## src/rtl/muler_pkg.sv

```systemverilog
// muler_pkg: shared widths, op encodings, FSM states, key type and result select for muler_ctrl
package muler_pkg;
    localparam int XLEN  = 64;
    localparam int TAG_W = 5;
    typedef enum logic [2:0] {
        OP_MUL    = 3'b000,
        OP_MULH   = 3'b001,
        OP_MULHSU = 3'b010,
        OP_MULHU  = 3'b011,
        OP_MULW   = 3'b100
    } mul_op_e;
    typedef enum logic [2:0] {S_IDLE, S_ISSUE, S_WAIT, S_RESP, S_DRAIN} muler_ctrl_state_e;
    localparam logic [1:0] MS_SS = 2'b11;
    localparam logic [1:0] MS_SU = 2'b10;
    localparam logic [1:0] MS_UU = 2'b00;
    typedef struct packed {
        logic [XLEN-1:0] src1;
        logic [XLEN-1:0] src2;
        logic [1:0]      sgn;
        logic            mulw;
    } mul_key_t;
    function automatic logic [XLEN-1:0] sel_result(input logic [2:0] op, input logic [XLEN-1:0] hi, input logic [XLEN-1:0] lo);
        return op == OP_MUL ? lo : op == OP_MULW ? {{(XLEN-32){lo[31]}}, lo[31:0]} : hi;
    endfunction
endpackage

```

## src/rtl/muler_reuse_cache.sv

```systemverilog
// muler_reuse_cache: one-entry cache of the last muler result keyed by operands and mode
module muler_reuse_cache
    import muler_pkg::*;
(
    input  logic            clock,
    input  logic            reset,
    input  mul_key_t        key,
    input  logic            wr_en,
    input  logic [XLEN-1:0] wr_hi,
    input  logic [XLEN-1:0] wr_lo,
    output logic            hit,
    output logic [XLEN-1:0] hi,
    output logic [XLEN-1:0] lo
);
    mul_key_t key_q;
    logic     valid_q;

    assign hit = valid_q && key_q == key;

    // only the valid bit needs reset; the payload is gated by it
    always_ff @(posedge clock) begin
        if (reset) begin
            valid_q <= 1'b0;
        end else if (wr_en) begin
            valid_q <= 1'b1;
            key_q   <= key;
            hi      <= wr_hi;
            lo      <= wr_lo;
        end
    end
endmodule

```

## src/rtl/muler_ctrl.sv

```systemverilog
// muler_ctrl: sequences M-extension multiplies onto muler; optional result reuse under MULER_REUSE_EN
module muler_ctrl #(
    parameter int XLEN  = muler_pkg::XLEN,
    parameter int TAG_W = muler_pkg::TAG_W
) (
    input  logic             clock,
    input  logic             reset,
    input  logic             req_valid,
    output logic             req_ready,
    input  logic [2:0]       req_op,
    input  logic [XLEN-1:0]  req_src1,
    input  logic [XLEN-1:0]  req_src2,
    input  logic [TAG_W-1:0] req_tag,
    input  logic             flush,
    output logic             resp_valid,
    input  logic             resp_ready,
    output logic [XLEN-1:0]  resp_data,
    output logic [TAG_W-1:0] resp_tag,
    output logic             mul_in_valid,
    output logic             mul_flush,
    output logic             mul_mulw,
    output logic [1:0]       mul_signed,
    output logic [XLEN-1:0]  mul_multiplicand,
    output logic [XLEN-1:0]  mul_multiplier,
    input  logic             mul_out_ready,
    input  logic             mul_out_valid,
    input  logic [XLEN-1:0]  mul_result_hi,
    input  logic [XLEN-1:0]  mul_result_lo
);
    import muler_pkg::*;

    muler_ctrl_state_e state;
    logic [2:0]        op_q;
    mul_key_t          in_key;
    logic              accept, is_w, rsvd, hit;
    logic [XLEN-1:0]   c_hi, c_lo;

    assign req_ready = state == S_IDLE && mul_out_ready && !flush;
    assign accept    = req_valid && req_ready;
    assign mul_flush = flush && (state == S_ISSUE || state == S_WAIT);
    assign is_w      = req_op == OP_MULW;
    assign rsvd      = req_op[2] && |req_op[1:0];
    assign in_key    = mul_key_t'{
        src1: is_w ? {{(XLEN-32){req_src1[31]}}, req_src1[31:0]} : req_src1,
        src2: is_w ? {{(XLEN-32){req_src2[31]}}, req_src2[31:0]} : req_src2,
        sgn:  req_op == OP_MULHU ? MS_UU : req_op == OP_MULHSU ? MS_SU : MS_SS,
        mulw: is_w
    };

`ifdef MULER_REUSE_EN
    mul_key_t cur_key;

    // lookups happen only in IDLE and writes only in WAIT, so one key port is shared
    assign cur_key = state == S_WAIT ? mul_key_t'{src1: mul_multiplicand, src2: mul_multiplier, sgn: mul_signed, mulw: mul_mulw} : in_key;

    muler_reuse_cache u_cache (
        .clock (clock),
        .reset (reset),
        .key   (cur_key),
        .wr_en (state == S_WAIT && mul_out_valid && !flush),
        .wr_hi (mul_result_hi),
        .wr_lo (mul_result_lo),
        .hit   (hit),
        .hi    (c_hi),
        .lo    (c_lo)
    );
`else
    assign hit  = 1'b0;
    assign c_hi = '0;
    assign c_lo = '0;
`endif

    // control FSM; muler operands stay registered from accept until the next accept
    always_ff @(posedge clock) begin
        if (reset) begin
            state            <= S_IDLE;
            op_q             <= '0;
            resp_valid       <= 1'b0;
            resp_data        <= '0;
            resp_tag         <= '0;
            mul_in_valid     <= 1'b0;
            mul_mulw         <= 1'b0;
            mul_signed       <= MS_UU;
            mul_multiplicand <= '0;
            mul_multiplier   <= '0;
        end else begin
            mul_in_valid <= 1'b0;
            case (state)
                S_IDLE: if (accept) begin
                    op_q             <= req_op;
                    resp_tag         <= req_tag;
                    mul_multiplicand <= in_key.src1;
                    mul_multiplier   <= in_key.src2;
                    mul_signed       <= in_key.sgn;
                    mul_mulw         <= in_key.mulw;
                    if (rsvd || hit) begin
                        state      <= S_RESP;
                        resp_valid <= 1'b1;
                        resp_data  <= rsvd ? '0 : sel_result(req_op, c_hi, c_lo);
                    end else begin
                        state        <= S_ISSUE;
                        mul_in_valid <= 1'b1;
                    end
                end
                S_ISSUE: state <= flush ? (mul_out_valid ? S_IDLE : S_DRAIN) : S_WAIT;
                S_WAIT: if (flush) begin
                    state <= mul_out_valid ? S_IDLE : S_DRAIN;
                end else if (mul_out_valid) begin
                    state      <= S_RESP;
                    resp_valid <= 1'b1;
                    resp_data  <= sel_result(op_q, mul_result_hi, mul_result_lo);
                end
                S_RESP: if (flush || resp_ready) begin
                    state      <= S_IDLE;
                    resp_valid <= 1'b0;
                end
                S_DRAIN: if (mul_out_valid) state <= S_IDLE;
                default: state <= S_IDLE;
            endcase
        end
    end
endmodule

```

## config.mk

```make
export PLATFORM = sky130hd
export DESIGN_NAME = muler_ctrl
export DESIGN_NICKNAME = d
export VERILOG_FILES = /design/src/rtl/muler_pkg.sv /design/src/rtl/muler_reuse_cache.sv /design/src/rtl/muler_ctrl.sv
export SDC_FILE = /design/constraint.sdc
export NUM_CORES = 1
export LEC_CHECK = 0
export BUFFER_PORTS_ARGS = -buffer_cell sky130_fd_sc_hd__buf_2
export CORE_AREA = 2 2 185 187
export CTS_CLUSTER_DIAMETER = 200
export DETAILED_ROUTE_END_ITERATION = 16
export DIE_AREA = 0 0 187 189
export PLACE_DENSITY = 0.56
export SETUP_SLACK_MARGIN = 0.1
export SLEW_MARGIN = 30
export SYNTH_ARGS = -nofsm -noshare
export SYNTH_HDL_FRONTEND = slang
export SYNTH_SLANG_ARGS = --single-unit
```

## constraint.sdc

```tcl
create_clock -name clock -period 1.7 [get_ports clock]
set_input_delay 0.34 -clock clock [delete_from_list [all_inputs] [get_ports clock]]
set_output_delay 0.34 -clock clock [all_outputs]
set_load 0.005 [all_outputs]
```

-- Yosys cells after proc, flatten, opt, wreduce, memory -nomap -nowiden
Index checks and enable logic that the tools add are counted.
- input port bits: 271
- word-level logic and storage cells: 72
- flip-flop bits (word level): 208
- output and inout port bits: 204
- bitwise operators: 2
- mux-type cells: 27
- eq/ne operators: 15
- reduce and logical (&&, ||, !) cells: 18
- operators with widths (cell ; count):
    two-way mux 64 bit ; 8
    case mux 64 bit (2 select lines) ; 1
    two-way mux 3 bit ; 7
    case mux 3 bit (5 select lines) ; 1
    == test 3 x 2 -> 1 bit (second input constant) ; 4
    inequality test 2 bit (second input constant) ; 6
    == test 3 bit (second input constant) ; 3
    two-way mux 1 bit ; 7
    zero test 3 bit ; 2
    AND reduction 6 bit ; 1
    logical AND 1 bit ; 5
    AND reduction 5 bit ; 1
    two-way mux 2 bit ; 2
    AND reduction 4 bit ; 1
    == test 3 x 1 -> 1 bit (second input constant) ; 1
    inequality test 3 bit (second input constant) ; 1
    case mux 1 bit (3 select lines) ; 1
    nonzero test 3 bit ; 1
    OR reduction 3 bit ; 1
    logical OR 1 bit ; 2
    inverter 1 bit ; 2
    AND reduction 2 bit ; 1
    nonzero test 2 bit ; 1
    OR reduction 2 bit ; 1
    zero test 1 bit ; 1

-- Depth between registers and ports, before layout
Gate-level depths: netlist (run 1).
- word-level depth: 6
- gate-level depth with buffers: 8
- gate-level depth less buffers: 4

-- Least setup slack after synthesis (run 1)
No wires, ideal clock.
- kind: input to register
- start: input flush
- end: register resp_data[0]
- setup time: 0.118 ns
- stages: 5
- setup slack: 0.250 ns
- data arrival time: 1.333 ns
- path buffers: 1
- data required time: 1.582 ns
- cells stage by stage: nand3b_4 o32ai_4 and2_1 buf_4 o21ai_1
- cells in the longest elaborated chain, start to end: 5
- elaborated cells between the ends (all ways): 6
- classes of those cells: eq/ne: 2; reduce/logical: 4
- ends and longest elaborated chain (what ; line ; RTL):
    from (decl) ; muler_ctrl.sv:14 ; input logic flush,
    zero test 1 bit ; muler_ctrl.sv:38 ; assign req_ready = state == S_IDLE && mul_out_ready && !flush;
    logical AND 1 bit ; muler_ctrl.sv:38 ;
    logical AND 1 bit ; muler_ctrl.sv:39 ; assign accept = req_valid && req_ready;
    inequality test 2 bit (no source line) ; - ;
    AND reduction 5 bit (no source line) (*) ; - ;
    to (signal assigned) ; muler_ctrl.sv:99 ; resp_data <= rsvd ? '0 : sel_result(req_op, c_hi, c_lo);
    to (signal assigned) ; muler_ctrl.sv:111 ; resp_data <= sel_result(op_q, mul_result_hi, mul_result_lo);
    to (decl) ; muler_ctrl.sv:17 ; output logic [XLEN-1:0] resp_data,
Every way passes the cells marked *; elsewhere a longest branch is shown, timed or not.
A chain may end at the register's enable or synchronous reset.

-- Final worst setup path (run 1)
- start: register state[0]
- end: output mul_flush
- cells in the longest elaborated chain, start to end: 3
- elaborated cells between the ends (all ways): 4
- classes of those cells: eq/ne: 2; reduce/logical: 2
- ends and longest elaborated chain (what ; line ; RTL):
    from (decl) ; muler_ctrl.sv:32 ; muler_ctrl_state_e state;
    from (signal assigned) ; muler_ctrl.sv:105 ; S_ISSUE: state <= flush ? (mul_out_valid ? S_IDLE : S_DRAIN) : S_WAIT;
    from (signal assigned) ; muler_ctrl.sv:107 ; state <= mul_out_valid ? S_IDLE : S_DRAIN;
    == test 3 x 1 -> 1 bit / == test 3 x 2 -> 1 bit (equally long branches) ; muler_ctrl.sv:40 ; assign mul_flush = flush && (state == S_ISSUE || state == S_WAIT);
    logical OR 1 bit (*) ; muler_ctrl.sv:40 ;
    logical AND 1 bit (*) ; muler_ctrl.sv:40 ;
    to (decl) ; muler_ctrl.sv:20 ; output logic mul_flush,
Marked as above.

==> metrics, run 1 <==
result of the run=finished with violations; violations in the final reports=negative setup slack; via-per-instance ratio=4.75; fraction of the mapped netlist area in adder cells=0; TritonCTS Sinks=208; Detail Route Antenna Nets=0; Worst Clk Skew=0.00900 ns; worst min-delay path startpoint=mul_out_valid; Fillers=3278; # IOs=475; kind of critical path=reg2out; vias in the first global route=8554; clk slew on worst S/H paths=0.06 ns; Yosys warnings=0; minimum setup slack in the final design=-0.0902 ns; Die ar.=35300 um^2; Distinct cells, synth=37; CTS Buf Count=24; unrepaired setup endpoints after global routing=true; total via count in the routed design=9442; estimated wirelength of the detail-placed design=22.4 mm; Hold Crit Class=in2reg; pin slew with the least headroom to its limit=0.594 ns; H-tree lvl count=1; initial antenna violation count=3; crit path launch=state[0]; combinational family with the most area after synthesis=simple AND/OR/NAND/NOR gates; most used flip-flop cell after synthesis=dfxtp_1; mean cell area of the mapped netlist=8.51 um^2; detailed-router iteration count before antenna repair=4; worst-case vdd ir drop=0.713 mV; leading cell type in the layout, fill and taps excluded=buf_2; effective utilization at floorplan=0.261; power per unit of standard cell area=867 nW/um^2; area growth from synthesis to layout=70.2%; EDFF count, synth=0; first-pass GRT wire length=47.0 mm; CP Data Required Time=1.36 ns; share of synthesized cell area in and, or, nand and nor gates=0.246; setup TNS=-0.176 ns; cell area after placement=11800 um^2; clk_lat worst skew=0.52 ns; endpoint type of the worst setup path=output pin; data arrival time of the critical path=1.45 ns; cell area after layout=14800 um^2; Core Footprint=33300 um^2; Maximum Capacitance Violations=0; maximum net fanout on the critical path=2; hold path cells=2; number of nets produced by synthesis=1291; count of cells along the worst register-to-register path=9; die height=189 um; pin count of the biggest net entering global routing=93; clk root buf=clkbuf_16; number of input and output port buffers inserted=474; total count of max-transition violations in the final report=0; proportion of synthesized area in mux cells=0.0784; flop and latch count out of synthesis=208; placement row count=67; first-iteration detailed-routing DRC count=382; Period Utilization, post-route=1.05; net count of the finished layout=1793; final count of negative-setup-slack endpoints=4; weighted congestion at the end of routability-driven global placement=0.819; number of instances in the synthesized netlist=1020; post-synthesis async set-or-reset flop share=0; Residual DRC=0; commonest cells after routing, fill and taps aside=473 x buf_2, 206 x dfxtp_1, 103 x nand2_1, 85 x a21oi_2, 66 x nand2b_1; CTS tree=yes; time the final worst path needs with I/O delays and setup=1.79 ns; CP Launch Type=flop; Achievable Freq=0.559 GHz; sum of routed wire length over all layers=35.1 mm; fraction of the mapped netlist area in compound gates=0.144; synthesized cell area=8680 um^2; sequential element share of the synthesized area=0.480; drt wl/cell=17.6 um; Synth Area in XOR/XNOR=0.00101; Pleak=6.70 nW; Final Hold Vio Count=0; maximum clock insertion buffer count=3; Setup WS pre-CTS=-0.0173 ns; Max-slew headroom=0.604; fraction of final layout cells sized beyond drive strength 1=0.576; critical register-to-register path startpoint=state[0]; Overflow after GRT=0; Chip Width=187 um; gr usage total=0.163
[power by group]
group          total [mW]  switching (mW)  internal (mW)
clock                5.19            2.10           3.09
sequential           5.20           0.131           5.07
combinational        2.41            1.21           1.21
total                12.8            3.43           9.37
[path summary, 6_finish.rpt]
path                         to  slack (ns)
max                   mul_flush       -0.09
min                    state[2]        0.05
max reg2reg  mul_multiplier[45]       -0.01
min reg2reg            mul_mulw        0.45
[critical path, stage by stage, from the launching register on]
cell and delay, ns:
dfxtp_2 0.33, buf_6 0.12, xnor2_2 0.13, nor3b_2 0.18, buf_2 0.18
[synthesized netlist by cell type (all sizes together), types with 32 or more instances]
library cell / instances / share of area
nand2b: 66 / 0.048
nor2b: 34 / 0.025
mux2: 32 / 0.042
o221ai: 32 / 0.032
nor2: 74 / 0.032
a21oi: 140 / 0.081
clkbuf: 60 / 0.026
dfxtp: 208 / 0.48
nand4: 32 / 0.023
nor3: 66 / 0.039
o21ai: 35 / 0.020
buf: 33 / 0.024
nand2: 150 / 0.066
mux2i: 32 / 0.037
[per-stage QoR]
step / power, mW / util / hold WS, ns / cells
after floorplan: 6.12 / - / 0.419 / 1020
after global placement: 6.99 / 0.355 / 0.439 / 1900
after detailed placement: 7.00 / 0.355 / 0.443 / 1900
after CTS: 12.3 / 0.382 / 0.0270 / 1950
after global routing: 13.4 / 0.444 / 0.0411 / 1988
final: 12.8 / 0.444 / 0.0550 / 1989
[routing by layer]
| metal | wire (um) | global-route usage | up-vias |
|---|---|---|---|
| met5 | 12 | 0 | - |
| li1 | - | - | 4529 |
| met2 | 17300 | 0.279 | 361 |
| met3 | 2650 | 0.0478 | 68 |
| met1 | 14100 | 0.197 | 4482 |
| met4 | 1040 | 0.0525 | 2 |
[cells by family after synthesis]
| logic type | count (synthesis) |
|---|---|
| AND/OR/NAND/NOR | 436 |
| AO/OA/AOI/OAI | 216 |
| buffers and inverters | 95 |
| XOR/XNOR | 1 |
| multiplexers | 64 |
| flip-flops | 208 |
[flip-flops by register name, summed over array words and instances (netlist names)]
| signal | count |
|---|---|
| resp_tag | 5 |
| state | 3 |
| resp_valid | 1 |
| op_q | 3 |
| mul_mulw | 1 |
| mul_signed | 2 |
| mul_in_valid | 1 |
| mul_multiplier | 64 |
| mul_multiplicand | 64 |
| resp_data | 64 |
[layout make-up]
cell class	count	area, um^2	share of cell area
well taps	448	561	0.0380
clock buffers	35	723	0.0490
inverters	2	7.51	0.000508
clock inverters	8	68.8	0.00466
multi-input cells	717	5350	0.362
flip-flops and latches	208	4170	0.282
repair buffers	569	3890	0.263
diodes	2	5.00	0.000339
[repair_timing]
item                                   CTS  global route
setup endpoints to repair                2           175
hold buffers                             0             0
setup buffers                            7             9
cloned                                   0            28
endpoints found under the hold margin    0             0
pin swaps                                4           119
gates resized for setup                 13           351
No activity file was read; power rests on OpenSTA's default activity.
==> run 2: changes to the inputs <==
Settings changed: REMOVE_ABC_BUFFERS set to 1.
==> run 2 against run 1 <==
Against the previous run: the run still ends with negative setup slack left; cell count shrank 1.6%; register-to-register slack improved by 0.10 ns; critical path depth did not move; non-clock buffer count shrank 28; via count down 5.3%; global-route usage barely moved; fmax fell by 0.87%; cell area decreased by 13%; hold slack worse by 0.017 ns; setup slack worse by 0.016 ns; clock-buffer cell count increased by 3; die area unchanged; critical path type unchanged.
==> metrics, run 2 (same netlist as run 1, synthesis figures left out) <==
CTS tree=yes; number of antenna diodes=0 (-2); clk slew on worst S/H paths=0.06 ns (about the same); gr usage total=0.163 (-0.000326); number of buffers inserted for hold repair after clock tree synthesis=0 (unchanged); cell area after placement=11800 um^2 (+0.30%); result of the run=finished with violations; cell area after layout=12900 um^2 (-13%); first-iteration detailed-routing DRC count=306 (-20%); Chip Width=187 um (unchanged); TritonCTS Sinks=208 (unchanged); Detail Route Antenna Nets=0 (unchanged); net count of the finished layout=1765 (-1.6%); violations in the final reports=negative setup slack; time the final worst path needs with I/O delays and setup=1.81 ns (+0.0157 ns); number of buffer and inverter stages on the critical path=2 (unchanged); commonest cells after routing, fill and taps aside=473 x buf_2, 205 x dfxtp_1, 147 x nand2_1, 139 x a21oi_1, 72 x nor2_1; area growth from synthesis to layout=48.5%; sum of routed wire length over all layers=30.7 mm (-12%); minimum setup slack in the final design=-0.106 ns (-0.0157 ns); hold path cells=2 (unchanged); Maximum Capacitance Violations=0 (unchanged); worst-case vdd ir drop=0.645 mV (-9.5%); fraction of final layout cells sized beyond drive strength 1=0.418 (-0.158); CTS Buf Count=24 (unchanged); pin slew with the least headroom to its limit=0.326 ns (-0.269 ns); clk_lat worst skew=0.51 ns (about the same); Period Utilization, post-route=1.06 (+0.00922); unrepaired setup endpoints after global routing=true; Overflow after GRT=0 (unchanged); estimated wirelength of the detail-placed design=22.6 mm (+0.86%); placement row count=67 (unchanged); chain of cells forming the critical path=buf_6 -> xnor2_2 -> nor3b_2 -> buf_2; total power consumption of the routed design=12.1 mW (-5.8%); via-per-instance ratio=4.57 (-3.8%); Residual DRC=0 (unchanged); total via count in the routed design=8945 (-5.3%); final count of negative-setup-slack endpoints=2 (-2); detailed-router iteration count before antenna repair=4 (unchanged); leading cell type in the layout, fill and taps excluded=buf_2; data arrival time of the critical path=1.47 ns (+0.02 ns); kind of critical path=reg2out; count of cells along the worst register-to-register path=7 (-2); maximum net fanout on the critical path=3 (+1); top cell family by delay on the critical path=flip-flops; # IOs=475 (unchanged); CP Data Required Time=1.36 ns (about the same); endpoint type of the worst setup path=output pin; H-tree lvl count=1 (unchanged); Final Hold Vio Count=0 (unchanged); Max-slew headroom=0.781 (+0.178); weighted congestion at the end of routability-driven global placement=0.866 (+5.8%); Die ar.=35300 um^2 (unchanged); final worst hold slack=0.0383 ns (-0.0167 ns); registers with the most flip-flops=mul_multiplicand: 64 flops, mul_multiplier: 64 flops, resp_data: 64 flops; placed cell count=1903 (+0.16%); initial antenna violation count=1 (-2); Core Footprint=33300 um^2 (unchanged); die height=189 um (unchanged); vias in the first global route=8731 (+2.1%); Worst Clk Skew=0.00883 ns (-0.000173 ns); effective utilization at floorplan=0.261 (unchanged); Critical Path Max Stage Delay=0.36 ns (+0.03 ns); CP Launch Type=flop; number of input and output port buffers inserted=474 (unchanged); first-pass GRT wire length=46.9 mm (-0.12%); Achievable Freq=0.554 GHz (-0.87%); total count of max-transition violations in the final report=0 (unchanged); Pleak=5.97 nW (-11%); cell depth of the worst setup path=4 (unchanged); Hold Crit Class=in2reg; final instance count without filler cells=1958 (-1.6%); pin count of the biggest net entering global routing=65 (-30%); cell at the slowest stage of the critical path=dfxtp_4; maximum clock insertion buffer count=3 (unchanged); clk root buf=clkbuf_16; power per unit of standard cell area=936 nW/um^2 (+8.0%); drt wl/cell=15.7 um (-11%); Setup WS pre-CTS=-0.156 ns (-0.139 ns)
## run 2: stage by stage
step                      TNS [ns]  utilization
after floorplan            -384.37            -
after global placement       -7.75        0.356
after detailed placement     -7.21        0.356
after CTS                   -0.325        0.382
after global routing        -0.276        0.387
final                       -0.116        0.387
## run 2: path summary, 6_finish.rpt
path,slack (ns),endpoint,start
min,0.04,state[2],mul_out_valid
max,-0.11,mul_flush,state[1]
min reg2reg,0.45,mul_multiplicand[18],mul_multiplicand[18]
max reg2reg,0.09,resp_data[25],state[1]
## run 2: routing by layer
layer,up-vias,wire length (um),part of all wire,GRT usage
met5,-,0,0,0
met4,0,915,0.030,0.0537
met3,53,1870,0.061,0.0337
met2,304,15000,0.49,0.284
met1,4132,13000,0.42,0.200
li1,4456,-,-,-
## run 2: area by class of cell
| type | count | area (um^2) |
|---|---|---|
| Sequential cell | 208 | 4170 |
| Inverter | 2 | 7.51 |
| Timing Repair Buffer | 541 | 3230 |
| Clock buffer | 38 | 724 |
| Multi-Input combinational cell | 717 | 4150 |
| Tap cell | 448 | 561 |
| Clock inverter | 4 | 47.5 |
| Fill cell | 3468 | 20400 |
## run 2: repair_timing
action | CTS | global route
gates cloned | 0 | 5
pin swaps | 2 | 4
gates resized for setup | 11 | 16
endpoints found under the setup margin | 16 | 72
buffers inserted | 7 | 3
## run 2: report_power, final
part | internal (mW) | switching [mW] | total, mW
clock | 3.05 | 2.02 | 5.07
sequential | 5.07 | 0.102 | 5.18
combinational | 0.899 | 0.918 | 1.82
total | 9.02 | 3.04 | 12.1
==> run 3: changes to the inputs <==
Settings changed: GPL_TIMING_DRIVEN set to 0.
==> run 3 against run 2 <==
Against the previous run: the flow still finishes with violations (negative setup slack); non-clock buffer count up 14; critical path depth unchanged; flip-flop and latch count stayed put; cell area grew 15%; power grew 5.6%; first-iteration DRC count increased by 29%; clock-buffer cell count is 4 lower; utilization up 5.8 points; register-to-register slack got worse by 0.12 ns; cell count grew 1.3%; clock power decreased by 2%; hold slack improved by 0.020 ns; largest power group unchanged.
==> metrics, run 3 (same netlist as run 1, synthesis figures left out) <==
leading cell type in the layout, fill and taps excluded=buf_2; Critical Path Max Stage Delay=0.37 ns (about the same); hold path cells=3 (+1); clk root buf=clkbuf_16; drt wl/cell=18.9 um (+21%); Chip Width=187 um (unchanged); first-iteration detailed-routing DRC count=395 (+29%); effective utilization at floorplan=0.261 (unchanged); # IOs=475 (unchanged); pin count of the biggest net entering global routing=83 (+28%); worst-case vdd ir drop=0.579 mV (-10%); net count of the finished layout=1788 (+1.3%); data arrival time of the critical path=1.50 ns (+0.03 ns); Maximum Capacitance Violations=0 (unchanged); number of antenna diodes=0 (unchanged); fraction of final layout cells sized beyond drive strength 1=0.567 (+0.149); Die ar.=35300 um^2 (unchanged); critical register-to-register path startpoint=state[0]; initial antenna violation count=0 (-1); Worst Clk Skew=0.0132 ns (+0.00435 ns); endpoint of the most critical register-to-register path=mul_multiplicand[48]; result of the run=finished with violations; Hold Crit Class=in2reg; estimated wirelength of the detail-placed design=21.8 mm (-3.7%); Hold EP=resp_tag[4]; slack of the worst reg-to-reg path=-0.03 ns (-0.12 ns); power per unit of standard cell area=860 nW/um^2 (-8.2%); CP Data Required Time=1.36 ns (about the same); cell at the slowest stage of the critical path=dfxtp_4; number of input and output port buffers inserted=474 (unchanged); placement row count=67 (unchanged); die height=189 um (unchanged); total count of max-transition violations in the final report=0 (unchanged); count of cells along the worst register-to-register path=8 (+1); via-per-instance ratio=4.78 (+4.6%); Final Hold Vio Count=0 (unchanged); area growth from synthesis to layout=70.8%; CTS Buf Count=24 (unchanged); Pleak=6.53 nW (+9.4%); TritonCTS Sinks=208 (unchanged); registers with the most flip-flops=mul_multiplicand: 64 flops, mul_multiplier: 64 flops, resp_data: 64 flops; Fillers=3256 (-6.1%); final count of negative-setup-slack endpoints=4 (+2); cell area after placement=11600 um^2 (-2.2%); kind of critical path=reg2out; first-pass GRT wire length=49.1 mm (+4.7%); gr usage total=0.172 (+0.00871); CTS tree=yes; footprint of the flip-flops and latches=4180 um^2 (+0.21%); H-tree lvl count=1 (unchanged); maximum net fanout on the critical path=4 (+1); worst min-delay path startpoint=req_tag[4]; Residual DRC=0 (unchanged); vias in the first global route=8842 (+1.3%); Core Footprint=33300 um^2 (unchanged); number of buffer and inverter stages on the critical path=2 (unchanged); pin slew with the least headroom to its limit=0.621 ns (+0.295 ns); Detail Route Antenna Nets=0 (unchanged); unrepaired setup endpoints after global routing=true; top cell family by delay on the critical path=flip-flops; endpoint type of the worst setup path=output pin; CP Launch Type=flop; Achievable Freq=0.543 GHz (-1.9%); Max-slew headroom=0.584 (-0.198); clk_lat worst skew=0.52 ns (about the same); total via count in the routed design=9475 (+5.9%); Overflow after GRT=0 (unchanged); detailed-router iteration count before antenna repair=4 (unchanged); Period Utilization, post-route=1.08 (+0.0208); chain of cells forming the critical path=nor3_4 -> buf_6 -> and3b_1 -> buf_2; maximum clock insertion buffer count=3 (unchanged); time the final worst path needs with I/O delays and setup=1.84 ns (+0.0353 ns); minimum setup slack in the final design=-0.141 ns (-0.0353 ns); cell area after layout=14800 um^2 (+15%); violations in the final reports=negative setup slack; setup TNS=-0.178 ns (-0.0621 ns); commonest cells after routing, fill and taps aside=473 x buf_2, 204 x dfxtp_1, 71 x nand2_1, 66 x a21oi_2, 65 x nand2b_1; sum of routed wire length over all layers=37.6 mm (+22%); weighted congestion at the end of routability-driven global placement=0.849 (-1.9%); Multi-input gate area=5470 um^2 (+32%); clk slew on worst S/H paths=0.06 ns (about the same)
==> run 3: cell types whose count changed in the layout (fill, tap and decap cells not counted), sizes merged <==
| cell | delta |
|---|---|
| clkbuf | +12 |
| clkinv | +7 |
| and2 | +4 |
| buf | -3 |
| nand2 | +3 |
| nand3 | +2 |
| bufinv | -1 |
| dlygate4sd3 | +1 |
==> run 3: area by class of cell <==
class,count,area share
timing repair buffer,555,0.260
sequential,208,0.282
clock inverter,10,0.00355
inverter,2,0.000507
clock buffer,34,0.0472
multi-input combinational,726,0.369
tap,448,0.0378
==> run 3: layer usage <==
metal  global-route usage  vias to the layer above  share of wire
li1                     -                     4538              -
met1                0.212                     4549           0.43
met2                0.304                      323           0.49
met3               0.0319                       65          0.054
met4               0.0507                        0          0.025
met5                    0                        -              0
==> run 3: repair_timing <==
| item | CTS | global route |
|---|---|---|
| resized for setup | 33 | 319 |
| cloned | 8 | 31 |
| endpoints found under the hold margin | 1 | 0 |
| pin swaps | 9 | 162 |
| hold buffers | 1 | 0 |
| setup endpoints to repair | 207 | 182 |
| setup buffers | 18 | 18 |
==> run 3: how the worst max path moves through the flow <==
stage / depth (start not counted) / endpoint / slack, ns / startpoint
after detailed placement: 6 / resp_data[5] / -0.90 / req_op[2]
after floorplan: 4 / resp_data[62] / -3.00 / op_q[1]
final: 4 / req_ready / -0.14 / state[0]
after global placement: 4 / resp_data[31] / -6.14 / reset
after global routing: 4 / req_ready / -0.21 / state[0]
after CTS: 4 / req_ready / -0.17 / state[0]
==> run 3: worst min-delay path, stage by stage <==
cell and delay (ns):
buf_2 0.10, nand2_2 0.04, a21oi_1 0.04
==> run 3: power breakdown <==
part	total (mW)	switching (mW)	leakage, nW	internal (mW)
registers	5.22	0.148	1.69	5.07
logic	2.55	1.29	4.47	1.26
clock network	4.97	2.11	0.378	2.86
==> run 3: per-stage QoR <==
step	power [mW]	setup WS [ns]	hold slack, ns	cells	util
2_1_floorplan	6.02	-3.00	0.405	927	-
6_report	12.7	-0.141	0.0583	1983	0.445
3_5_place_dp	6.94	-0.899	0.443	1863	0.348
5_1_grt	13.3	-0.206	0.0420	1983	0.445
4_1_cts	12.2	-0.173	0.0280	1934	0.385
3_3_place_gp	6.86	-6.14	0.439	1849	0.336
